--- config.mk ---
export PLATFORM = sky130hd
export DESIGN_NAME = sr_cmd_scheduler
export DESIGN_NICKNAME = d
export VERILOG_FILES = /design/src/rtl/sr_sched_pkg.sv /design/src/rtl/rr_arbiter.sv /design/src/rtl/sr_cmd_scheduler.sv
export SDC_FILE = /design/constraint.sdc
export NUM_CORES = 1
export LEC_CHECK = 0
export CAP_MARGIN = 20
export CORE_MARGIN = 2
export CORE_UTILIZATION = 68
export CTS_CLUSTER_DIAMETER = 150
export CTS_CLUSTER_SIZE = 28
export DETAILED_ROUTE_END_ITERATION = 10
export DONT_BUFFER_PORTS = 1
export PLACE_DENSITY_LB_ADDON = 0.2
export SLEW_MARGIN = 0
export SYNTH_ARGS = -nofsm -noshare
export SYNTH_HDL_FRONTEND = slang
export SYNTH_SLANG_ARGS = --single-unit
--- constraint.sdc ---
create_clock -name clk -period 9.7 [get_ports clk]
set_input_delay 1.94 -clock clk [delete_from_list [all_inputs] [get_ports clk]]
set_output_delay 1.94 -clock clk [all_outputs]
set_load 0.01 [all_outputs]
--- src/rtl/sr_sched_pkg.sv ---
// Shared definitions for the SR command scheduler.
//   ST_*   : FSM state encodings (IDLE -> DRIVE -> CHECK -> IDLE)
//   OP_*   : command opcode carried on req_op (1 = set, 0 = reset)
//   state_e: typed FSM state built on the ST_* encodings
package sr_sched_pkg;

  localparam logic [1:0] ST_IDLE  = 2'd0;
  localparam logic [1:0] ST_DRIVE = 2'd1;
  localparam logic [1:0] ST_CHECK = 2'd2;

  localparam logic OP_SET = 1'b1;
  localparam logic OP_RST = 1'b0;

  typedef enum logic [1:0] {
    StIdle  = ST_IDLE,
    StDrive = ST_DRIVE,
    StCheck = ST_CHECK
  } state_e;

endpackage

--- src/rtl/rr_arbiter.sv ---
// Combinational round-robin arbiter.
// Ports:
//   req     in  N     request vector
//   ptr     in  PTRW  highest-priority requester; the search moves upward from here with wrap
//   win     out N     one-hot winner (all zero when req is zero)
//   win_idx out PTRW  binary index of the winner (zero when req is zero)
module rr_arbiter #(
  parameter int unsigned N    = 4,
  parameter int unsigned PTRW = (N > 1) ? $clog2(N) : 1
) (
  input  logic [N-1:0]    req,
  input  logic [PTRW-1:0] ptr,
  output logic [N-1:0]    win,
  output logic [PTRW-1:0] win_idx
);

  int unsigned pos;
  logic        found;

  always_comb begin
    win     = '0;
    win_idx = '0;
    found   = 1'b0;
    pos     = 0;
    for (int unsigned i = 0; i < N; i++) begin
      pos = 32'(ptr) + i;
      if (pos >= N) begin
        pos = pos - N;
      end
      if (!found && req[pos]) begin
        found    = 1'b1;
        win[pos] = 1'b1;
        win_idx  = PTRW'(pos);
      end
    end
  end

endmodule

--- src/rtl/sr_cmd_scheduler.sv ---
// Shares one bank of NFLAG SR flip-flops among NREQ requesters. A round-robin winner's
// set/reset command is driven on exactly one s_out/r_out line for one cycle, the bank output
// is verified, and a one-hot gnt pulse completes the command. All outputs are registered or
// decoded from registers only.
// Ports:
//   clk, rst       clock and synchronous active-high reset
//   req/req_op     per-requester request and opcode (1 = set, 0 = reset)
//   req_idx        per-requester target bit, requester k at [k*IDXW +: IDXW]
//   gnt            one-hot completion pulse (CHECK cycle)
//   s_out/r_out    set/reset lines to the bank
//   q_in           bank outputs
//   err            1-cycle pulse after CHECK on verify mismatch or out-of-range index
//   busy           high whenever a command is in flight
module sr_cmd_scheduler
  import sr_sched_pkg::*;
#(
  parameter int unsigned NREQ  = 4,
  parameter int unsigned NFLAG = 8,
  parameter int unsigned IDXW  = $clog2(NFLAG)
) (
  input  logic                 clk,
  input  logic                 rst,
  input  logic [NREQ-1:0]      req,
  input  logic [NREQ-1:0]      req_op,
  input  logic [NREQ*IDXW-1:0] req_idx,
  output logic [NREQ-1:0]      gnt,
  output logic [NFLAG-1:0]     s_out,
  output logic [NFLAG-1:0]     r_out,
  input  logic [NFLAG-1:0]     q_in,
  output logic                 err,
  output logic                 busy
);

  localparam int unsigned PTRW = (NREQ > 1) ? $clog2(NREQ) : 1;

  state_e              state_q, state_d;
  logic [PTRW-1:0]     ptr_q, ptr_d;
  logic [PTRW-1:0]     win_q, win_d;
  logic                op_q, op_d;
  logic [IDXW-1:0]     idx_q, idx_d;
  logic [NFLAG-1:0]    s_q, s_d;
  logic [NFLAG-1:0]    r_q, r_d;
  logic                err_q, err_d;

  logic [NREQ-1:0]     arb_win;
  logic [PTRW-1:0]     arb_idx;
  logic                sel_op;
  logic [IDXW-1:0]     sel_idx;
  logic [NFLAG-1:0]    drive_vec;
  logic                q_sel;
  logic                q_hit;

  rr_arbiter #(
    .N    (NREQ),
    .PTRW (PTRW)
  ) u_arb (
    .req     (req),
    .ptr     (ptr_q),
    .win     (arb_win),
    .win_idx (arb_idx)
  );

  // Command fields of the current arbitration winner.
  always_comb begin
    sel_op  = 1'b0;
    sel_idx = '0;
    for (int unsigned k = 0; k < NREQ; k++) begin
      if (arb_win[k]) begin
        sel_op  = req_op[k];
        sel_idx = req_idx[k*IDXW +: IDXW];
      end
    end
  end

  // One-hot line decode; an index beyond the bank decodes to no line at all.
  always_comb begin
    drive_vec = '0;
    for (int unsigned f = 0; f < NFLAG; f++) begin
      if (32'(sel_idx) == f) begin
        drive_vec[f] = 1'b1;
      end
    end
  end

  // Bank bit addressed by the latched command; q_hit low means out of range.
  always_comb begin
    q_sel = 1'b0;
    q_hit = 1'b0;
    for (int unsigned f = 0; f < NFLAG; f++) begin
      if (32'(idx_q) == f) begin
        q_sel = q_in[f];
        q_hit = 1'b1;
      end
    end
  end

  always_comb begin
    state_d = state_q;
    ptr_d   = ptr_q;
    win_d   = win_q;
    op_d    = op_q;
    idx_d   = idx_q;
    s_d     = '0;
    r_d     = '0;
    err_d   = 1'b0;
    unique case (state_q)
      StIdle: begin
        if (|req) begin
          state_d = StDrive;
          win_d   = arb_idx;
          op_d    = sel_op;
          idx_d   = sel_idx;
          if (sel_op == OP_SET) begin
            s_d = drive_vec;
          end else if (sel_op == OP_RST) begin
            r_d = drive_vec;
          end
        end
      end
      StDrive: begin
        state_d = StCheck;
      end
      StCheck: begin
        state_d = StIdle;
        err_d   = !q_hit || (q_sel != op_q);
        ptr_d   = (32'(win_q) == NREQ - 1) ? '0 : win_q + 1'b1;
      end
      default: begin
        state_d = StIdle;
      end
    endcase
  end

  always_ff @(posedge clk) begin
    if (rst) begin
      state_q <= StIdle;
      ptr_q   <= '0;
      win_q   <= '0;
      op_q    <= 1'b0;
      idx_q   <= '0;
      s_q     <= '0;
      r_q     <= '0;
      err_q   <= 1'b0;
    end else begin
      state_q <= state_d;
      ptr_q   <= ptr_d;
      win_q   <= win_d;
      op_q    <= op_d;
      idx_q   <= idx_d;
      s_q     <= s_d;
      r_q     <= r_d;
      err_q   <= err_d;
    end
  end

  always_comb begin
    gnt = '0;
    if (state_q == StCheck) begin
      for (int unsigned k = 0; k < NREQ; k++) begin
        if (32'(win_q) == k) begin
          gnt[k] = 1'b1;
        end
      end
    end
  end

  assign s_out = s_q;
  assign r_out = r_q;
  assign err   = err_q;
  assign busy  = (state_q != StIdle);

endmodule
After elaboration in Yosys (flattened, before gate mapping)
Index checks and enable logic that the tools add are counted.
Storage, ports and cells
  flip-flop bits (word level): 27
  latch bits: 0
  memory bits (writable): 0
  memory bits (read-only): 0
  input bits: 30
  output and inout port bits: 22
  logic and storage cells: 149
  memories kept: 0
Operators by class
  add/sub/neg operators: 8
  multipliers: 0
  div/mod/pow operators: 0
  magnitude comparators: 12
  eq/ne operators: 21
  shift operators: 0
  muxes and demuxes: 71
  bitwise gates (word level): 7
  reduce and logical (&&, ||, !) cells: 22
Operator list (count)
  $ge A32 B1 Y1 const B: 4
  $lt A32 B3 Y1 const B: 4
  $mux W32: 4
  $ge A32 B3 Y1 const B: 3
  $sub A32 B3 Y32 const B: 3
  $mux W1: 43
  $eq A3 B3 Y1 const B: 8
  $mux W4: 5
  $eq A3 B2 Y1 const B: 4
  $mux W2: 6
  $mux W3: 4
  $or A4 B4 Y4: 3
  $reduce_or A4 Y1: 3
  $bmux W1 S2: 4
  $demux W1 S2: 4
  $logic_and A1 B1 Y1: 7
  $add A2 B2 Y3 const B: 2
  $eq A2 B2 Y1 const B: 3
  $eq A3 B1 Y1 const B: 2
  $logic_not A3 Y1: 2
  $eq A2 B1 Y1 const B: 2
  $logic_not A1 Y1: 4
  $logic_not A2 Y1: 2
  $not A1 Y1: 4
  11 further kinds: 11

Depth between registers and ports, before layout
Gate-level depths: netlist of the first run.
  depth in word-level cells: 20
  gate-level depth with buffers: 13
  depth with buffers taken out: 9

Hierarchy
A second synthesis of the first run with hierarchy kept.
Unflattened totals
  cell total of the unflattened synthesis: 175
  area, all modules: 1657.8 µm²
By module, submodules not included
  sr_cmd_scheduler: times used 1, cells an instance 124, area an instance 1179.9 µm², sequential area each 540.5 µm²
  rr_arbiter: times used 1, cells an instance 51, area an instance 478.0 µm², sequential area each 0.0 µm²

Worst setup path before layout of the first run
OpenSTA, ideal clock, no wires.
  path type: input -> register
  start: in req[3]
  end: reg r_q[0], in the netlist r_out[0]
  library setup time: 0.092 ns
  data arrival time: 3.982 ns
  required time: 9.608 ns
  setup slack: 5.626 ns
  stages on the path: 8
  buffers on the path: 1
  path through: buf_2 -> mux4_1 -> nor3b_4 -> and2_4 -> or3_1 -> a311oi_2 -> o221ai_2 -> nor4_1
On the way
  longest elaborated chain between the ends: 18
  elaborated cells on any way between the ends: 37
  classes of those cells: mux (24); bitwise (4); reduce/logical (9)
Ends and longest elaborated chain
  from (decl): line sr_cmd_scheduler.sv:23  | input logic [NREQ-1:0] req,
  $bmux W1 S2: line rr_arbiter.sv:30  | if (!found && req[pos]) begin
  $mux W1 (implied by the code): line rr_arbiter.sv:30
  $mux W1: line rr_arbiter.sv:30
  $logic_not A1 Y1: line rr_arbiter.sv:30
  $logic_and A1 B1 Y1: line rr_arbiter.sv:30
  $mux W1: line rr_arbiter.sv:30
  $logic_not A1 Y1: line rr_arbiter.sv:30
  $logic_and A1 B1 Y1: line rr_arbiter.sv:30
  $mux W1: line rr_arbiter.sv:30
  $logic_not A1 Y1: line rr_arbiter.sv:30
  $logic_and A1 B1 Y1: line rr_arbiter.sv:30
  $mux W4: line rr_arbiter.sv:30
  $mux W3 (4 in series): line sr_cmd_scheduler.sv:68  | if (arb_win[k]) begin
  $logic_not A3 Y1: line sr_cmd_scheduler.sv:79  | if (32'(sel_idx) == f) begin
  $mux W1: line sr_cmd_scheduler.sv:79
  to (signal assigned): line sr_cmd_scheduler.sv:151  | r_q <= r_d;
  to (decl): line sr_cmd_scheduler.sv:42  | logic [NFLAG-1:0] r_q, r_d;
Several ways; a longest one is shown, not always the timed one. The select of a mux whose other input is x is not followed.
A chain may end at the register's enable or synchronous reset.

Worst setup path in the final report of the first run
  start: reg ptr_q[0]
  end: reg s_q[5], in the netlist s_out[5]
On the way
  longest elaborated chain between the ends: 20
  elaborated cells on any way between the ends: 71
  classes of those cells: add/sub (7); order compare (12); eq/ne (1); mux (36); bitwise (4); reduce/logical (11)
Ends and longest elaborated chain
  from (decl): line sr_cmd_scheduler.sv:37  | logic [PTRW-1:0] ptr_q, ptr_d;
  from (signal assigned): line sr_cmd_scheduler.sv:146  | ptr_q <= ptr_d;
  parallel branches: the longest is 13 deep, another holds $sub A32 B3 Y32
  $mux W4 *: line rr_arbiter.sv:30
  $mux W3 / $mux W1 (equally long branches) (4 in series): line sr_cmd_scheduler.sv:68
  $eq A3 B3 Y1 / $not A1 Y1 (equally long branches)
  $mux W1 / $reduce_or A4 Y1 (equally long branches)
  to (signal assigned): line sr_cmd_scheduler.sv:141  | s_q <= '0;
  to (signal assigned): line sr_cmd_scheduler.sv:150  | s_q <= s_d;
  to (decl): line sr_cmd_scheduler.sv:41  | logic [NFLAG-1:0] s_q, s_d;
Mark *: on every way between the ends. The select of a mux whose other input is x is not followed.

==> results_dict.tcl, run 1 <==
set metrics [dict create \
    antenna_found_initial 0 \
    ys_types 53 \
    yosysWarnings 0 \
    grt_usage_pct 26.63 \
    synthTopCellsByArea "dfxtp_1 29%, ha_1 7.3%, nor4_1 5.7%" \
    place_congestion 0.8922 \
    cts_tree "built" \
    yosysMostFrequentCell "dfxtp_1" \
    rsz0062_at_grt "no" \
    htreeDepth 1 \
    critPathSlowestCell "dfxtp_1" \
    core-area_mm2 0.002686 \
    dpl-instance-area_mm2 0.001828 \
    startpoint_type "flop" \
    whs_path_depth 1 \
    p_int_w 0.0001708 \
    grt_start_max_net_pins 20 \
    min_to "state_q[1]" \
    netlist_instances 201 \
    p_sw_share_pct 36.13 \
    stdcell_area_mm2 0.001859 \
    ff2ff_setup_slack_ns 5.64 \
    top_usage_layer "met2" \
    post-route-period-util_pct 41.85 \
    clk_pin_slew_worst_paths_ns 0.15 \
    synth_seq_cells 27 \
    cp.required_ns 9.91 \
    dr.first_iter.drc_count 137 \
    clockRootBuffer "clkbuf_4" \
    post_cts_buffers 0 \
    synth_top_area_share_pct 28.84 \
    r2r-end "s_out[5]" \
    arrival_ns 4.27 \
    post_drt_wl_per_cell_um 18.03 \
    min_from "state_q[1]" \
    post_synth_and_or_nand_nor_area_fraction_pct 25.03 \
    rows 19 \
    slew_headroom_pct 53.00 \
    use_met1_pct 32.21 \
    hold_viol 0 \
    synth_xor_xnor_area_share_pct 0.4673 \
    die_y_um 56.50 \
    worstSetupEndpointType "flop" \
    synth_flop_cell "dfxtp_1" \
    cpPeakStageDelay_ns 0.80 \
    syn_area_mm2 0.001874 \
    fmax_ghz 0.2463 \
    p_switching_w 0.00009660 \
    synth_edf_count 0 \
    clock_latency_ns 0.33 \
    combPwrFrac_pct 32.5 \
    min_period_ns 4.060 \
    synth_nets 242 \
    globalRouteMet2Util_pct 44.52 \
    synth_top_family_by_area "simple AND/OR/NAND/NOR gates" \
    syn_to_final_growth_pct -0.8013 \
    r2r_cells 8 \
    holdCritPathClass "flop to flop" \
    dp.final_hpwl_um 2991 \
    outcome "completed" \
    route.detailed.drc 0 \
    pwr-share-clk_pct 19.3 \
    die_width_um 56.50 \
    finalSetupViolCount 0 \
    nNetsFinal 232 \
    drive_above_1_share_pct 12.11 \
    power_frac_seq_pct 48.2 \
    slew_violations 0 \
    path_cells "inv_1 -> ha_1 -> mux4_2 -> nor3b_4 -> a221o_1 -> nand3_1 -> a31oi_1 -> nor4_1" \
    synthMuxAreaShare_pct 12.22 \
    detail-route-antenna-nets 0 \
    power_density_mw_per_mm2 143.8 \
    irDropWorstVdd_v 0.0001457 \
    die_area_mm2 0.003192 \
    yosysSeqAreaShare_pct 28.84 \
    final_util_pct 69.21 \
    numClockSinks 27 \
    holdBufCountCts 0 \
    dr_total_vias 1495 \
    vias_per_cell 6.765 \
    synth_top_area_cell "dfxtp_1" \
    ctsResizeCount 0 \
    p_leak_nw 0.6778 \
    cp-startpoint "ptr_q[0]" \
    drtPass1Iterations 6 \
    synth_fa_ha_area_share_pct 7.343 \
    maxCapViolCount 0 \
    synth_compound_area_share_pct 19.36 \
    grt_overflow 0 \
    ctsLongestPathBuffers 2 \
    numCtsBuffers 3 \
    numPortBuffers 0 \
    skew_ns 0.004516 \
    total_power_w 0.0002674 \
    fin_tns_setup_ns 0 \
    grt_first_pass_wirelength_um 6699 \
    synthTopCellsByCount "27 x dfxtp_1, 17 x nor4_1, 16 x nand2_1" \
    reg2reg_from "ptr_q[0]" \
    synthArstFlopShare_pct 0 \
    use_met3_pct 7.834 \
    worst_slew_pin_slew_ns 0.7017 \
    antenna_cells 0 \
    io_pins 52 \
    routed_wl_um 3984 \
    start_util_pct 69.77 \
    critPathMaxFanout 19 \
    crit_type "flop to flop" \
    grt_pass1_vias 1499 \
    avgSynthCellArea_um2 9.325 \
]
==> worst max-delay path: cells and delay by family (launching register included) <==
family / cells / cell delay [ns]
flip-flops: 1 / 0.80
multiplexers: 1 / 0.64
AND/OR/NAND/NOR: 3 / 0.61
adder cells (fa/ha/maj): 1 / 0.59
AO/OA/AOI/OAI: 2 / 0.93
buffers and inverters: 1 / 0.36
==> state kept, by name, summed over array words and instances, names as in the netlist <==
| register | cells |
|---|---|
| op_q | 1 |
| idx_q | 3 |
| win_q | 2 |
| s_out | 8 |
| state_q | 2 |
| err | 1 |
| r_out | 8 |
| ptr_q | 2 |
==> worst max path at each step <==
stage	end	slack (ns)	depth (start not counted)
after floorplan	r_out[0]	5.63	8
after global placement	r_out[3]	5.54	7
after detailed placement	r_out[5]	5.46	7
after CTS	r_out[5]	5.63	8
after global routing	s_out[5]	5.26	9
final	s_out[5]	5.64	8
==> layer usage <==
layer	part of all wire, %	vias up
li1	-	729
met1	41	700
met5	0	-
met4	1.9	0
met3	7.3	10
met2	50	56
==> cell families after synthesis <==
kind of cell             count (synthesis)
AND/OR/NAND/NOR                         81
AO/OA/AOI/OAI                           39
flip-flops                              27
buffers and inverters                   26
multiplexers                            16
adder cells (fa/ha/maj)                 11
XOR/XNOR                                 1
==> cells in the final DEF (no fill, tap or decap), drive strengths merged, types with 2 or more instances in the layout <==
master / count
nand3b: 5
nand2b: 5
clkbuf: 3
a311oi: 2
o221ai: 4
or2: 2
and2: 9
o21ai: 4
a211oi: 2
nand3: 4
nand2: 16
nor4: 17
dfxtp: 27
nor3: 6
nor3b: 3
a221o: 2
o31ai: 3
a21oi: 4
inv: 12
mux2i: 9
mux4: 5
a31oi: 4
nor2: 7
nor2b: 3
ha: 11
a31o: 3
mux2: 2
==> cell type report <==
cell class,instances,area [um^2]
Multi-Input combinational cell,148,1207
Inverter,11,41.29
Fill cell,224,827.0
Tap cell,31,38.79
Clock buffer,3,22.52
Sequential cell,27,540.5
Clock inverter,1,8.758
==> through the flow <==
step           std cells  hold WS (ns)  setup WS [ns]
3_3_place_gp         217        0.4412          5.540
3_5_place_dp         217        0.4539          5.455
5_1_grt              221        0.5169          5.258
4_1_cts              221        0.4734          5.630
6_report             221        0.4875          5.640
2_1_floorplan        201        0.4285          5.626
==> power groups by stage <==
stage | clock network [W] | logic (W) | registers [W]
2_1_floorplan | 0 | 0.0000803 | 0.000128
3_3_place_gp | 0 | 0.0000826 | 0.000131
3_5_place_dp | 0 | 0.0000866 | 0.000131
4_1_cts | 0.0000534 | 0.0000870 | 0.000129
5_1_grt | 0.0000585 | 0.0000958 | 0.000130
6_report | 0.0000515 | 0.0000870 | 0.000129
Note: power is estimated with default switching activity, not from simulation.
==> inputs of run 2 (changes only) <==
- CORE_UTILIZATION: 68 -> 57
- clock period: 9.7 -> 3.7 ns (I/O delays scaled with it)
==> run 2 against run 1 <==
  * Worst setup slack worse by 5.2 ns
  * Register-to-register slack got worse by 5.2 ns
  * Power grew to 2.6 times the previous value
  * First-iteration DRC count is 21% lower
  * Non-clock buffer count is 2 higher
  * Utilization shrank 8.3 points
  * Die area increased by 18%
  * Largest cell class unchanged
  * Global-route usage is 3.8 points lower
==> results_dict.tcl, run 2 (same netlist as run 1, synthesis figures left out) <==
set metrics [dict create \
    outcome "completed" \
    route.detailed.drc 0 \
    routed_wl_um 4043 \
    grt_pass1_vias 1465 \
    numPortBuffers 0 \
    antenna_cells 0 \
    die_width_um 61.35 \
    reg2reg_from "ptr_q[0]" \
    fmax_ghz 0.3095 \
    syn_to_final_growth_pct 0.8009 \
    layout_commonest_cell "dfxtp_1" \
    drive_above_1_share_pct 13.02 \
    slew_headroom_pct 53.14 \
    irDropWorstVdd_v 0.0001456 \
    critPathMaxFanout 10 \
    power_density_mw_per_mm2 367.2 \
    slew_violations 0 \
    cp_num_buf_inv 1 \
    r2r_cells 9 \
    cp-startpoint "ptr_q[0]" \
    place_congestion 0.8443 \
    start_util_pct 60.40 \
    finalSetupViolCount 0 \
    fillers 290 \
    arrival_ns 3.43 \
    clockRootBuffer "clkbuf_4" \
    dr_total_vias 1521 \
    fin_hold_ws_ns 0.4662 \
    min_to "ptr_q[1]" \
    maxCapViolCount 0 \
    path_cells "inv_1 -> ha_1 -> mux4_2 -> nor3b_4 -> and2_4 -> nor3_1 -> and2_1 -> a31oi_1 -> nor4_1" \
    p_leak_nw 0.6842 \
    ctsResizeCount 0 \
    core-area_mm2 0.003103 \
    detail-route-antenna-nets 0 \
    hold_viol 0 \
    io_pins 52 \
    cts_tree "built" \
    clk_pin_slew_worst_paths_ns 0.14 \
    post-route-period-util_pct 87.32 \
    worst_slack_ns 0.4692 \
    holdCritPathClass "primary input to flop" \
    post_drt_wl_per_cell_um 17.13 \
    die_area_mm2 0.003763 \
    holdBufCountCts 0 \
    ff2ff_setup_slack_ns 0.47 \
    skew_ns 0.004171 \
    grt_start_max_net_pins 19 \
    stdcell_area_mm2 0.001889 \
    startpoint_type "flop" \
    nNetsFinal 234 \
    whs_path_depth 1 \
    r2r-end "s_out[4]" \
    dpl-instance-area_mm2 0.001859 \
    grt_overflow 0 \
    numClockSinks 27 \
    rsz0062_at_grt "no" \
    post_cts_buffers 0 \
    dr.first_iter.drc_count 108 \
    cpPeakStageDelay_ns 0.63 \
    min_period_ns 3.231 \
    cp.required_ns 3.90 \
    worstSetupEndpointType "flop" \
    min_from "rst" \
    antenna_found_initial 0 \
    dp.final_hpwl_um 3090 \
    ctsLongestPathBuffers 2 \
    crit_type "flop to flop" \
    critPathTopFamily "simple AND/OR/NAND/NOR gates" \
    numCtsBuffers 3 \
    mostFrequentLayoutCells "27 x dfxtp_1, 17 x nor4_1, 16 x nand2_1" \
    clock_latency_ns 0.32 \
    grt_first_pass_wirelength_um 6637 \
    vias_per_cell 6.445 \
    worst_slew_pin_slew_ns 0.6996 \
    rows 20 \
    die_y_um 61.35 \
    htreeDepth 1 \
    dp_slack_ns 0.5394 \
    drtPass1Iterations 4 \
    fin_tns_setup_ns 0 \
    grt_usage_pct 22.87 \
    critPathSlowestCell "mux4_2" \
]
[run 2: cell types whose count changed in the layout (fill, tap and decap cells not counted)]
cell	change
clkinvlp_4	+1
inv_6	-1
buf_4	+2
[run 2: worst register-to-register path: stages, from the launching register on]
cell and delay, ns:
dfxtp_1 0.36, inv_1 0.14, ha_1 0.52, mux4_2 0.63, nor3b_4 0.31, and2_4 0.22
nor3_1 0.07, and2_1 0.22, a31oi_1 0.54, nor4_1 0.11
[run 2: stage by stage]
stage          instances  util, %  total power (W)
6_report             236    60.89        0.0006937
5_1_grt              236    60.89        0.0007419
4_1_cts              236    60.89        0.0006904
3_5_place_dp         232    59.92        0.0005713
3_3_place_gp         232    59.92        0.0005631
2_1_floorplan        201        -        0.0005460
[run 2: worst max-delay path by stage]
stage                     to  slack, ns  cells past startpoint
finish              s_out[4]       0.47                      9
global route        r_out[1]       0.17                      8
CTS                 r_out[1]       0.51                      9
detailed placement  r_out[1]       0.54                      9
global placement    s_out[4]       0.62                      9
floorplan           r_out[4]       0.51                     13
[run 2: final cells by class]
type / instances / area, um^2 / area share [%]
Clock buffer: 3 / 22.52 / 1.192
Clock inverter: 1 / 7.507 / 0.3974
Inverter: 11 / 41.29 / 2.185
Multi-Input combinational cell: 148 / 1207 / 63.91
Sequential cell: 27 / 540.5 / 28.61
Tap cell: 44 / 55.05 / 2.914
Timing Repair Buffer: 2 / 15.01 / 0.7947
[run 2: report_power, final]
group          switching (W)  total, W  internal, W
Combinational       0.000144  0.000236    0.0000921
Sequential         0.0000188  0.000331     0.000313
Clock              0.0000852  0.000126    0.0000413
Total               0.000248  0.000694     0.000446
[run 2: layer usage]
metal  wire length (um)  global-route usage (%)
met5                  0                       0
met1               1720                   29.74
met2               2077                   38.91
met3                213                   3.571
met4                 31                   7.295
==> inputs of run 3 (changes only) <==
- GPL_TIMING_DRIVEN: unset -> 1
==> results of run 3 <==
Final layout, timing and power as in run 2 (identical DEF).
